==> config.mk <==
export PLATFORM = sky130hd
export DESIGN_NAME = circulant_row_accumulator
export DESIGN_NICKNAME = d
export VERILOG_FILES = /design/src/rtl/circulant_row_accumulator.sv
export SDC_FILE = /design/constraint.sdc
export NUM_CORES = 1
export LEC_CHECK = 0
export ABC_CLOCK_PERIOD_IN_PS = 3250
export CAP_MARGIN = 20
export CORE_MARGIN = 10
export CORE_UTILIZATION = 53
export DETAILED_ROUTE_END_ITERATION = 7
export PLACE_DENSITY = 0.81
export SKIP_LAST_GASP = 1
export SYNTH_ARGS = -nofsm -noshare
export SYNTH_HDL_FRONTEND = slang
export SYNTH_SLANG_ARGS = --single-unit
==> constraint.sdc <==
create_clock -name CLK -period 3.25 [get_ports CLK]
set_input_delay 0.65 -clock CLK [delete_from_list [all_inputs] [get_ports CLK]]
set_output_delay 0.65 -clock CLK [all_outputs]
set_load 0.1 [all_outputs]
==> src/rtl/circulant_row_accumulator.sv <==
// XOR-accumulates masked circulant blocks of one base-matrix row; CRA_SYNDROME_EN adds a registered all-zero flag.
// Latency: result registered on the edge that accepts the last beat of a row.
// Backpressure: in_ready = !out_valid || out_ready; a pending result stalls input.
module circulant_row_accumulator #(
   parameter int MAXZ = 81,
   parameter int CNTW = 8
) (
   input  logic                       CLK,
   input  logic                       rst,
   input  logic                       in_valid,
   input  logic [MAXZ-1:0]            in_data,
   input  logic                       in_last,
   input  logic [$clog2(MAXZ+1)-1:0]  z_size,
   output logic                       in_ready,
   output logic [MAXZ-1:0]            out_data,
   output logic [CNTW-1:0]            out_count,
   output logic                       out_valid,
   input  logic                       out_ready,
   output logic                       out_syn_ok
);

   localparam int ZW = $clog2(MAXZ+1);

   typedef enum logic {IDLE, ACCUM} state_t;

   state_t            state;
   logic [MAXZ-1:0]   acc;
   logic [CNTW-1:0]   count;
   logic [ZW-1:0]     zr;

   logic              accept;
   logic [ZW-1:0]     z_eff;
   logic [ZW-1:0]     z_cur;
   logic [MAXZ-1:0]   mask;
   logic [MAXZ-1:0]   beat;
   logic [MAXZ-1:0]   result;
   logic [CNTW-1:0]   count_inc;

   assign in_ready  = !out_valid || out_ready;
   assign accept    = in_valid && in_ready;

   // Out-of-range lifting sizes fall back to the full width.
   assign z_eff     = (z_size == '0 || z_size > ZW'(MAXZ)) ? ZW'(MAXZ) : z_size;
   assign z_cur     = (state == IDLE) ? z_eff : zr;
   assign mask      = ~({MAXZ{1'b1}} << z_cur);
   assign beat      = in_data & mask;
   assign result    = (state == IDLE) ? beat : (acc ^ beat);
   assign count_inc = (count == {CNTW{1'b1}}) ? count : count + 1'b1;

   always_ff @(posedge CLK) begin
      if (rst) begin
         state     <= IDLE;
         acc       <= '0;
         count     <= '0;
         zr        <= ZW'(MAXZ);
         out_valid <= 1'b0;
         out_data  <= '0;
         out_count <= '0;
      end else begin
         if (out_valid && out_ready) begin
            out_valid <= 1'b0;
         end
         if (accept) begin
            if (state == IDLE) begin
               zr <= z_eff;
            end
            if (in_last) begin
               out_data  <= result;
               out_count <= count_inc;
               out_valid <= 1'b1;
               acc       <= '0;
               count     <= '0;
               state     <= IDLE;
            end else begin
               acc   <= result;
               count <= count_inc;
               state <= ACCUM;
            end
         end
      end
   end

`ifdef CRA_SYNDROME_EN
   logic syn_q;

   always_ff @(posedge CLK) begin
      if (rst) begin
         syn_q <= 1'b0;
      end else if (accept && in_last) begin
         syn_q <= (result == '0);
      end
   end

   assign out_syn_ok = syn_q;
`else
   assign out_syn_ok = 1'b0;
`endif

endmodule

==> results.sh, run 1 <==
export IMPL_status="finished, final reports clean"
export IMPL_relSlewSlack=0.458
export IMPL_ir_worst_vdd_mv=0.375
export IMPL_ioPinCount=185
export IMPL_final_core_util=0.718
export IMPL_fin_crit_sh=0.945
export IMPL_ys_types=81
export IMPL_synth_top_cell_area_share=0.369
export IMPL_ant_nets=0
export IMPL_yosysTopAreaCell="dfxtp_1"
export IMPL_synth_nets=1416
export IMPL_diodes=0
export IMPL_cp_top_family="compound AO/OA/AOI/OAI gates"
export IMPL_core_um2=18800
export IMPL_async_flop_share=0
export IMPL_hold_violations=0
export IMPL_syn2layout_area_growth_pct=33.0
export IMPL_fin_hold_ws_ps=452
export IMPL_drc=0
export IMPL_fin_setup_tns_ps=0
export IMPL_finalClockSkew_ps=17.5
export IMPL_critical_path_class="in2reg"
export IMPL_cp_num_buf_inv=3
export IMPL_gp_congestion=0.950
export IMPL_cts_root_buffer="clkbuf_16"
export IMPL_final_cells=1809
export IMPL_ctsHoldBuffers=0
export IMPL_worstPathMaxFanout=13
export IMPL_start_util=0.540
export IMPL_fin_crit_ps=3070
export IMPL_antenna_found_initial=0
export IMPL_drv_slew=0
export IMPL_overflow=0
export IMPL_maxCapViolations=0
export IMPL_synth_ff_type="dfxtp_1"
export IMPL_register_area_um2=3750
export IMPL_io_buffers=183
export IMPL_drive_gt1_frac=0.182
export IMPL_crit_path_end_kind="flop"
export IMPL_numCtsBuffers=17
export IMPL_grt_pass1_wl_mm=60.6
export IMPL_crit_chain="clkdlybuf4s50_1 -> buf_4 -> o21a_1 -> o31ai_1 -> a31oi_1 -> buf_4 -> a2111oi_2 -> o21ai_0 -> a32o_1"
export IMPL_syn_area_per_cell_um2=7.67
export IMPL_syn_area_um2=10100
export IMPL_rows=50
export IMPL_clock_latency_ps=450
export IMPL_tightest_slew_ps=813
export IMPL_yosysSeqAreaShare=0.369
export IMPL_multiInputGateArea_um2=5940
export IMPL_die_area_um2=25100
export IMPL_final_fill_count=1532
export IMPL_cp_arrival_ps=3410
export IMPL_rsz0062_at_grt="false"
export IMPL_crit_slowest_cell="o31ai_1"
export IMPL_cellPowerDensity_nw_per_um2=471
export IMPL_critPathRequiredTime_ps=3590
export IMPL_clkTransAtPathRegs_ps=80
export IMPL_cts_resized=0
export IMPL_syn_inst=1322
export IMPL_ys_ff_latch=187
export IMPL_ys_warn_count=0
export IMPL_die_w_um=158
export IMPL_grtUsageTotal=0.306
export IMPL_worstHoldPathType="reg2reg"
export IMPL_placedCellCount=1777
export IMPL_post_cts_setup_buffers=0
export IMPL_routed_wl_mm=39.3
export IMPL_synth_area_leaders="dfxtp_1 37%, nand2_1 9.9%, o21ai_0 6.8%"
export IMPL_clockBufferDepth=2
export IMPL_vias_per_cell=6.39
export IMPL_h_tree_depth=4
export IMPL_vias=11562
export IMPL_drt_pass1_iter_count=6
export IMPL_finalPower_uw=6350
export IMPL_finalSetupViolCount=0
export IMPL_synth_edf_count=0
export IMPL_max_freq_mhz=326
export IMPL_wire_per_inst_um=21.7
export IMPL_cts_sinks=187
export IMPL_fin_nets=1656
export IMPL_die_y_um=158
export IMPL_cts_tree="built"
export IMPL_first_iter_violations=991
export IMPL_leakage_uw=0.00511
export IMPL_dpl_hpwl_mm=28.2
export IMPL_grt_pass1_vias=10893
export IMPL_cp_start_kind="input pin"
export IMPL_worst_path_most_repeated_cell="buf_4"
export IMPL_max_stage_delay_ps=520
export IMPL_grt_max_degree=71
==> final timing paths <==
kind             start           end  slack (ps)  cells past startpoint
max          z_size[5]       acc[48]         180                      9
min            acc[42]       acc[42]         450                      2
max reg2reg      state  out_data[44]         400                      9
min reg2reg    acc[42]       acc[42]         450                      2
==> power breakdown <==
| group | switching, uW | internal (uW) |
|---|---|---|
| Combinational | 1090 | 547 |
| Clock | 1110 | 1130 |
| Sequential | 79.6 | 2390 |
| Total | 2290 | 4060 |
==> cell type report <==
cell class,count,share of cell area
timing repair buffer,316,0.204
clock inverter,15,0.0154
clock buffer,17,0.0316
inverter,31,0.00863
multi-input combinational,1009,0.441
sequential,187,0.278
tap,234,0.0217
==> per-layer routing <==
metal | share of wire | global-route usage
met1 | 0.40 | 0.387
met2 | 0.46 | 0.489
met5 | 0 | 0
met4 | 0.033 | 0.118
met3 | 0.11 | 0.0783
==> state kept, by name, summed over array words and instances, names as in the netlist <==
register	flops
acc	81
out_data	81
count	8
out_count	8
zr	7
out_valid	1
state	1
==> layout by cell type (no fill, tap or decap), drive strengths merged, types with 19 or more instances in the layout <==
cell           instances
nand2                266
buf                  224
dfxtp                187
o21ai                140
clkdlybuf4s50         92
a21oi                 65
nand3                 54
nor2                  49
inv                   38
nand4                 36
nor3                  35
o211ai                34
xor2                  28
xnor2                 28
a32o                  21
o22ai                 19
==> Yosys cell counts (all sizes together) (21+ instances only) <==
cell,count
nand4,36
nor2,49
xor2,28
o21ai,140
xnor2,28
a32o,21
nand3,54
clkbuf,76
inv,30
nand2,266
a21oi,65
dfxtp,187
nor3,35
o211ai,34
==> metrics by stage <==
step | instance area [um^2] | worst slack [ps]
detailed placement | 12800 | -202
global route | 13500 | 110
finish | 13500 | 180
floorplan | 10100 | 97.1
CTS | 13500 | 269
global placement | 12800 | -200
==> cell families (layout without fill, tap and decap cells) <==
kind of cell,after synthesis,count (layout),share of synthesized area
adder cells (fa/ha/maj),1,1,0.00123
AO/OA/AOI/OAI,435,435,0.291
buffers and inverters,126,379,0.0484
multiplexers,5,5,0.00506
flip-flops,187,187,0.369
other,1,1,0.000370
AND/OR/NAND/NOR,511,511,0.236
XOR/XNOR,56,56,0.0484
==> worst reg2reg max path: stages (launching register included) <==
cell,delay (ps)
dfxtp_4,650
buf_4,340
nor2b_1,110
a22oi_2,420
buf_4,210
nor2_1,60
buf_4,190
a21oi_1,370
nor3_1,110
a221o_1,270
No activity file was read; power rests on OpenSTA's default activity.
==> run 2: changes to the inputs <==
--- a/config.mk
+++ b/config.mk
@@ -5,7 +5,7 @@
 export SDC_FILE = /design/constraint.sdc
 export NUM_CORES = 1
 export LEC_CHECK = 0
-export ABC_CLOCK_PERIOD_IN_PS = 3250
+export ABC_CLOCK_PERIOD_IN_PS = 3500
 export CAP_MARGIN = 20
 export CORE_MARGIN = 10
 export CORE_UTILIZATION = 53
==> constraint.sdc (replaced) <==
create_clock -name CLK -period 3.5 [get_ports CLK]
set_input_delay 0.7 -clock CLK [delete_from_list [all_inputs] [get_ports CLK]]
set_output_delay 0.7 -clock CLK [all_outputs]
set_load 0.1 [all_outputs]
==> run 2 against run 1 <==
  * Combinational power is 9.8% lower
  * Clock skew fell by 5.9 ps
  * Largest cell class unchanged
  * Sequential power down 7%
  * Critical path depth fell by 1
  * Highest routed layer unchanged
  * Count of clock-buffer cells in the layout grew 1
  * Critical endpoint is now acc[44]
  * Flip-flop and latch count unchanged
  * Via count down 2.3%
  * Die area unchanged
  * Routed wire length is 2.8% lower
==> results.sh, run 2 (synthesis gave the netlist of run 1 again) <==
export IMPL_status="finished, final reports clean"
export IMPL_cts_sinks=187
export IMPL_min_to="acc[19]"
export IMPL_cts_root_buffer="clkbuf_16"
export IMPL_fin_crit_sh=0.931
export IMPL_r2r_start="state"
export IMPL_dpl_hpwl_mm=27.7
export IMPL_hold_depth=2
export IMPL_multiInputGateArea_um2=5940
export IMPL_hold_violations=0
export IMPL_tightest_slew_ps=1040
export IMPL_drc=0
export IMPL_worstHoldPathType="reg2reg"
export IMPL_syn2layout_area_growth_pct=31.1
export IMPL_ioPinCount=185
export IMPL_leakage_uw=0.00487
export IMPL_start_util=0.540
export IMPL_grt_max_degree=53
export IMPL_r2r_setup_slack_ps=710
export IMPL_numCtsBuffers=17
export IMPL_worstPathMaxFanout=11
export IMPL_grt_pass1_vias=10693
export IMPL_cellPowerDensity_nw_per_um2=433
export IMPL_setup_slack_ps=241
export IMPL_core_um2=18800
export IMPL_register_area_um2=3750
export IMPL_fin_nets=1628
export IMPL_h_tree_depth=4
export IMPL_cts_tree="built"
export IMPL_crit_slowest_cell="nor2_1"
export IMPL_finalSetupViolCount=0
export IMPL_finalClockSkew_ps=11.7
export IMPL_vias_per_cell=6.35
export IMPL_die_w_um=158
export IMPL_layout_common_cells="266 x nand2_1, 186 x dfxtp_1, 148 x buf_4, 136 x o21ai_0, 132 x clkdlybuf4s50_1"
export IMPL_routed_wl_mm=38.2
export IMPL_max_stage_delay_ps=820
export IMPL_grt_pass1_wl_mm=58.7
export IMPL_final_cells=1781
export IMPL_io_buffers=183
export IMPL_clock_latency_ps=450
export IMPL_ant_nets=0
export IMPL_ctsHoldBuffers=0
export IMPL_relSlewSlack=0.307
export IMPL_pre_cts_ws_ps=-157
export IMPL_first_iter_violations=1071
export IMPL_die_area_um2=25100
export IMPL_rsz0062_at_grt="false"
export IMPL_drt_pass1_iter_count=6
export IMPL_placedCellCount=1749
export IMPL_ir_worst_vdd_mv=0.316
export IMPL_final_common_cell="nand2_1"
export IMPL_maxCapViolations=0
export IMPL_cts_resized=0
export IMPL_post_cts_setup_buffers=0
export IMPL_cp_start_kind="input pin"
export IMPL_r2r_end="acc[74]"
export IMPL_crit_chain="clkdlybuf4s50_1 -> nor4_4 -> buf_4 -> a211oi_2 -> nor2_1 -> a21oi_1 -> or2_2 -> a221o_1"
export IMPL_crit_path_end_kind="flop"
export IMPL_critPathRequiredTime_ps=3830
export IMPL_drv_slew=0
export IMPL_gp_congestion=0.992
export IMPL_clockBufferDepth=2
export IMPL_final_fill_count=1548
export IMPL_overflow=0
export IMPL_reg_top3="acc (81), out_data (81)"
export IMPL_hp_start="acc[19]"
export IMPL_rows=50
export IMPL_max_freq_mhz=307
export IMPL_fin_crit_ps=3260
export IMPL_r2r_cells=7
export IMPL_fin_setup_tns_ps=0
export IMPL_cp_arrival_ps=3590
export IMPL_clkTransAtPathRegs_ps=80
export IMPL_die_y_um=158
export IMPL_drive_gt1_frac=0.140
export IMPL_critical_path_class="in2reg"
export IMPL_grtUsageTotal=0.296
export IMPL_antenna_found_initial=0
export IMPL_vias=11301
export IMPL_diodes=0
export IMPL_wire_per_inst_um=21.4
export IMPL_fin_hold_ws_ps=453
export IMPL_finalPower_uw=5760
-- run 2: cell types whose count changed in the layout (fill, tap and decap cells not counted), moves of 2 or more --
cell / before / now
clkinv_4: 0 / 2
clkdlybuf4s50_1: 92 / 132
buf_4: 212 / 148
buf_12: 12 / 8
clkinv_8: 6 / 4
inv_6: 6 / 4
-- run 2: cell type report --
class,instances,share of cell area
clock inverter,14,0.0130
clock buffer,18,0.0323
sequential,187,0.282
timing repair buffer,288,0.195
tap,234,0.0220
inverter,31,0.00876
multi-input combinational,1009,0.447
-- run 2: metal layers --
layer / vias up / part of all wire / GRT usage
li1: 5306 / - / -
met1: 5347 / 0.42 / 0.382
met2: 571 / 0.46 / 0.475
met3: 77 / 0.094 / 0.0707
met4: 0 / 0.028 / 0.101
met5: - / 0 / 0
-- run 2: power breakdown --
group	total, uW	switching [uW]	internal [uW]
logic	1480	999	480
clock network	1990	1010	975
registers	2290	72.6	2220
-- run 2: worst max-delay path: cells and delay by family --
kind,cells,cell delay (ps)
and+or+nand+nor,3,1560
AOI/OAI and AO/OA,3,580
buffers and inverters,2,740
-- run 2: how the worst max path moves through the flow --
stage	startpoint	end	slack, ps	depth (start not counted)
floorplan	out_valid	out_data[8]	350	7
global placement	z_size[6]	acc[74]	-70	8
detailed placement	z_size[5]	out_data[44]	-160	8
CTS	z_size[5]	out_data[44]	300	8
global route	z_size[5]	acc[44]	130	8
finish	z_size[5]	acc[44]	240	8
-- run 2: metrics by stage --
step / util / area, um^2
final: 0.708 / 13300
after global routing: 0.708 / 13300
after CTS: 0.708 / 13300
after detailed placement: 0.676 / 12700
after global placement: 0.676 / 12700
after floorplan: - / 10100
==> run 3: changes to the inputs <==
--- a/config.mk
+++ b/config.mk
@@ -5,7 +5,6 @@
 export SDC_FILE = /design/constraint.sdc
 export NUM_CORES = 1
 export LEC_CHECK = 0
-export ABC_CLOCK_PERIOD_IN_PS = 3500
 export CAP_MARGIN = 20
 export CORE_MARGIN = 10
 export CORE_UTILIZATION = 53
==> results of run 3 <==
Same layout as run 2: the final DEF is identical, and so are final timing and power.
==> RTL edit 1: new RTL, settings of run 1 <==
Build with the macro `CRA_SYNDROME_EN` defined.
--- a/src/rtl/circulant_row_accumulator.sv
+++ b/src/rtl/circulant_row_accumulator.sv
@@ -2,4 +2,6 @@
 // Latency: result registered on the edge that accepts the last beat of a row.
 // Backpressure: in_ready = !out_valid || out_ready; a pending result stalls input.
+`define CRA_SYNDROME_EN
+
 module circulant_row_accumulator #(
    parameter int MAXZ = 81,
Check against the original RTL: not equivalent (Yosys sat finds a counterexample within 4 cycles, from zero or initial values and one cycle with rst high).
==> RTL edit 1 against run 1 <==
  * Sequential cell count rose by 1
  * Combinational power grew 16%
  * Final area shrank 1.7%
  * Fmax down 4.6%
  * Non-clock buffer count up 118
  * Cell count is 9.3% lower
  * Clock skew shrank 0.0097 ns
  * Sequential share of layout area grew 0.63 points
  * Worst setup slack worse by 0.15 ns
  * Area after synthesis decreased by 12%
  * Clock power shrank 6%
  * Register-to-register slack got worse by 0.37 ns
  * Wire length decreased by 4.2%
  * Power increased by 1.7%
==> RTL edit 1: results (changes against run 1) <==
[power_and_ir_drop]
leakagePower_nw=5.435  ; was 5.106 nW
pwr-share-seq=0.381  ; was 0.389

[worst_hold_path]
worst_hold_path.endpoint=out_data[15]  ; was acc[42]
min_from=out_data[15]  ; was acc[42]

[critical_path]
cp_slowest_cell=dfxtp_4  ; was o31ai_1
cp_slowest_stage_delay_ns=0.40  ; was 0.52 ns
path_max_fanout=27  ; was 13
r2r_cells=15  ; was 9
cp.arrival_ns=3.56  ; was 3.41 ns

[grt]
grt_pass1_wl_mm=55.90  ; was 60.59 mm
use_met3=0.08001  ; was 0.07825
grt_pass1_vias=9604  ; was 10,890

[sta]
tightest_slew_ns=0.8526  ; was 0.8135 ns
holdWs_ns=0.4613  ; was 0.4524 ns

[detailed_routing]
drt-wirelength-per-cell_um=22.91  ; was 21.70 µm
highest_layer=met5  ; was met4
vias_per_cell=6.098  ; was 6.391
wl_met3_mm=3.959  ; was 4.208 mm
dr_wl_met2_mm=17.74  ; was 18.03 mm
firstDrtPassIters=7  ; was 6

[cells_and_area]
clock_cell_area_share=0.04456  ; was 0.04696
n_fill_cell=1103  ; was 1,532
seq_area_frac=0.2843  ; was 0.2780
clock_buffers=18  ; was 17
fin_cells=1641  ; was 1,809
buf_share=0.2650  ; was 0.2042
finalNetCount=1502  ; was 1,656
nNonClkInverters=3  ; was 31

[floorplanning]
tapCellCount=220  ; was 234

[synth]
synth_compound_area_frac=0.2707  ; was 0.2914
synth_area_leaders=dfxtp_1 42%, a22o_1 7.5%, a22oi_1 6.8%  ; was dfxtp_1 37%, nand2_1 9.9%, o21ai_0 6.8%
muxShareOfSynthArea=0.004645  ; was 0.005061
yosysSeqAreaShare=0.4234  ; was 0.3693
synth_nets=1127  ; was 1,416
synth_commonest_cells=188 x dfxtp_1, 131 x nand2_1, 131 x nor2_1, 81 x a22oi_1, 76 x a22o_1  ; was 266 x nand2_1, 187 x dfxtp_1, 137 x o21ai_0, 76 x clkbuf_1, 65 x a21oi_1

[clock_network]
post_cts_buffers=2  ; was 0

[placement]
dp_hpwl_mm=27.80  ; was 28.20 mm
dp_cells=1597  ; was 1,777
pre_cts_ws_ns=-0.9160  ; was -0.2017 ns

[outcome]
status=completed  ; unchanged

-- RTL edit 1: cell types whose count changed in the layout (fill, tap and decap cells not counted), sizes merged, moves of 33 or more --
| cell | run 1 | this run |
|---|---|---|
| buf | 224 | 343 |
| a21oi | 65 | 30 |
| nor2 | 49 | 131 |
| o21ai | 140 | 54 |
| nand4 | 36 | 1 |
| nand3 | 54 | 21 |
| a22o | 7 | 78 |
| nand2 | 266 | 132 |
| a22oi | 7 | 81 |
-- RTL edit 1: worst max path at each step --
stage | cells past startpoint | endpoint | start | slack (ns)
2_1_floorplan | 11 | out_syn_ok | out_valid | 0.07
3_3_place_gp | 14 | out_syn_ok | z_size[6] | -0.95
3_5_place_dp | 12 | out_syn_ok | z_size[3] | -0.92
4_1_cts | 12 | out_syn_ok | z_size[3] | 0.01
5_1_grt | 13 | out_syn_ok | state | -0.02
6_report | 15 | out_syn_ok | state | 0.03
==> RTL edit 2: new RTL, config.mk and constraints of run 1 <==
Without the edit above. Put one more register stage on the output `out_count`, without a reset. The value now appears one clock later. The other outputs are not delayed to match.
--- a/src/rtl/circulant_row_accumulator.sv
+++ b/src/rtl/circulant_row_accumulator.sv
@@ -23,4 +23,6 @@
 
    typedef enum logic {IDLE, ACCUM} state_t;
+
+   logic [CNTW-1:0] out_count_s0;
 
    state_t            state;
@@ -56,5 +58,5 @@
          out_valid <= 1'b0;
          out_data  <= '0;
-         out_count <= '0;
+         out_count_s0 <= '0;
       end else begin
          if (out_valid && out_ready) begin
@@ -67,5 +69,5 @@
             if (in_last) begin
                out_data  <= result;
-               out_count <= count_inc;
+               out_count_s0 <= count_inc;
                out_valid <= 1'b1;
                acc       <= '0;
@@ -97,4 +99,8 @@
 `endif
 
+   always_ff @(posedge CLK) begin
+      out_count <= out_count_s0;
+   end
+
 endmodule
 
Formal check against the unedited RTL: not equivalent (Yosys sat finds a counterexample within 4 cycles, from zero or initial values and one cycle with rst high).
==> RTL edit 2 against run 1 <==
  * Wire length fell by 10%
  * Sequential cell count rose by 8
  * Area after synthesis fell by 0.81%
  * Synthesized cell count fell by 5.7%
  * Worst setup slack improved by 0.038 ns
  * Final area fell by 2.5%
  * Clock skew fell by 0.0020 ns
  * Power rose by 7.1%
==> RTL edit 2: results (changes against run 1) <==
[synth]
synth_commonest_cells=196 x nand2_1, 195 x dfxtp_1, 132 x nor2_1, 78 x o21ai_0  ; was 266 x nand2_1, 187 x dfxtp_1, 137 x o21ai_0, 76 x clkbuf_1, 65 x a21oi_1
synthDistinctLibCells=86  ; was 81
yosysSeqAreaShare=0.3883  ; was 0.3693
synth_area_leaders=dfxtp_1 39%, nand2_1 7.3%, a211oi_1 5.7%  ; was dfxtp_1 37%, nand2_1 9.9%, o21ai_0 6.8%
synth_nets=1340  ; was 1,416

[worst_hold_path]
min_from=out_count_s0[0]  ; was acc[42]

[sta]
maxSlewHeadroom=0.4087  ; was 0.4577
fin_skew_ns=0.01552  ; was 0.01755 ns

[cells_and_area]
n_fill_cell=1536  ; was 1,532
finalNetCount=1556  ; was 1,656
drive_gt1_frac=0.1993  ; was 0.1816

[placement]
post_dp_cell_area_um2=12490  ; was 12,850 µm²
dp_hpwl_mm=25.15  ; was 28.20 mm

[clock_network]
clockBufferDepth=2  ; unchanged
post_cts_buffers=0  ; unchanged
clk_pin_slew_worst_paths_ns=0.08  ; about the same

[grt]
grt_pass1_wl_mm=54.37  ; was 60.59 mm
antenna_found_initial=1  ; was 0
gr-usage-all-layers=0.2766  ; was 0.3057
grt_max_degree=66  ; was 71
grt_pass1_vias=9624  ; was 10,890

[power_and_ir_drop]
sw_frac_of_total=0.3572  ; was 0.3601
ir_drop_v=0.0003997  ; was 0.0003746 V
leakagePower_nw=4.967  ; was 5.106 nW

[critical_path]
critPathLaunch=z_size[3]  ; was z_size[5]
path_max_fanout=4  ; was 13
cp_slowest_stage_delay_ns=0.73  ; was 0.52 ns
cpLargestDelayFamily=simple AND/OR/NAND/NOR gates  ; was compound AO/OA/AOI/OAI gates
cp_slowest_cell=nor3_2  ; was o31ai_1
cp.arrival_ns=3.39  ; was 3.41 ns

[detailed_routing]
wl_mm=35.20  ; was 39.25 mm
num_vias=10310  ; was 11,560
drtIter0Drc=936  ; was 991

[outcome]
status=completed  ; unchanged

## RTL edit 2: worst paths after layout
path,depth (start not counted),slack [ns],end
worst max-delay path,8,0.22,out_data[70]
worst min-delay path,0,0.35,out_count[0]
worst max register to register,7,0.55,out_data[70]
worst min register to register,0,0.35,out_count[0]
## RTL edit 2: power by group through the flow
stage | clock network, mW | registers (mW) | logic (mW)
after floorplan | 0 | 3.15 | 0.712
after global placement | 0 | 2.65 | 1.82
after detailed placement | 0 | 2.65 | 1.84
after CTS | 2.35 | 2.59 | 1.85
after global routing | 2.45 | 2.61 | 1.97
final | 2.35 | 2.60 | 1.86
## RTL edit 2: cell type report
| type | count | share of cell area |
|---|---|---|
| Clock buffer | 17 | 0.03237 |
| Multi-Input combinational cell | 928 | 0.4327 |
| Tap cell | 234 | 0.02228 |
| Inverter | 35 | 0.009997 |
| Clock inverter | 15 | 0.01752 |
| Timing Repair Buffer | 285 | 0.1878 |
| Sequential cell | 195 | 0.2973 |
## RTL edit 2: cells by family (layout without fill, tap and decap cells)
kind of cell	Yosys count	after routing	share of synthesized area
compound gates	406	406	0.2927
xor+xnor	74	74	0.06447
fa+ha+maj	1	1	0.001244
buf+inv	123	352	0.04966
flops	195	195	0.3883
mux	11	11	0.01108
other cells	1	1	0.0003730
simple gates	435	435	0.1922
## RTL edit 2: stage by stage
stage	instances	util	setup WS (ns)	setup TNS (ns)
3_3_place_gp	1677	0.6675	-0.1369	-1.005
2_1_floorplan	1246	-	0.3255	0
5_1_grt	1709	0.7025	0.1496	0
3_5_place_dp	1677	0.6675	-0.2228	-2.418
6_report	1709	0.7025	0.2183	0
4_1_cts	1709	0.7025	0.2574	0
## RTL edit 2: metal layers
metal	part of all wire	track usage	wire (µm)
met1	0.42	0.3690	14710
met2	0.47	0.4385	16560
met3	0.091	0.05862	3192
met4	0.021	0.08415	737
met5	0	0	0
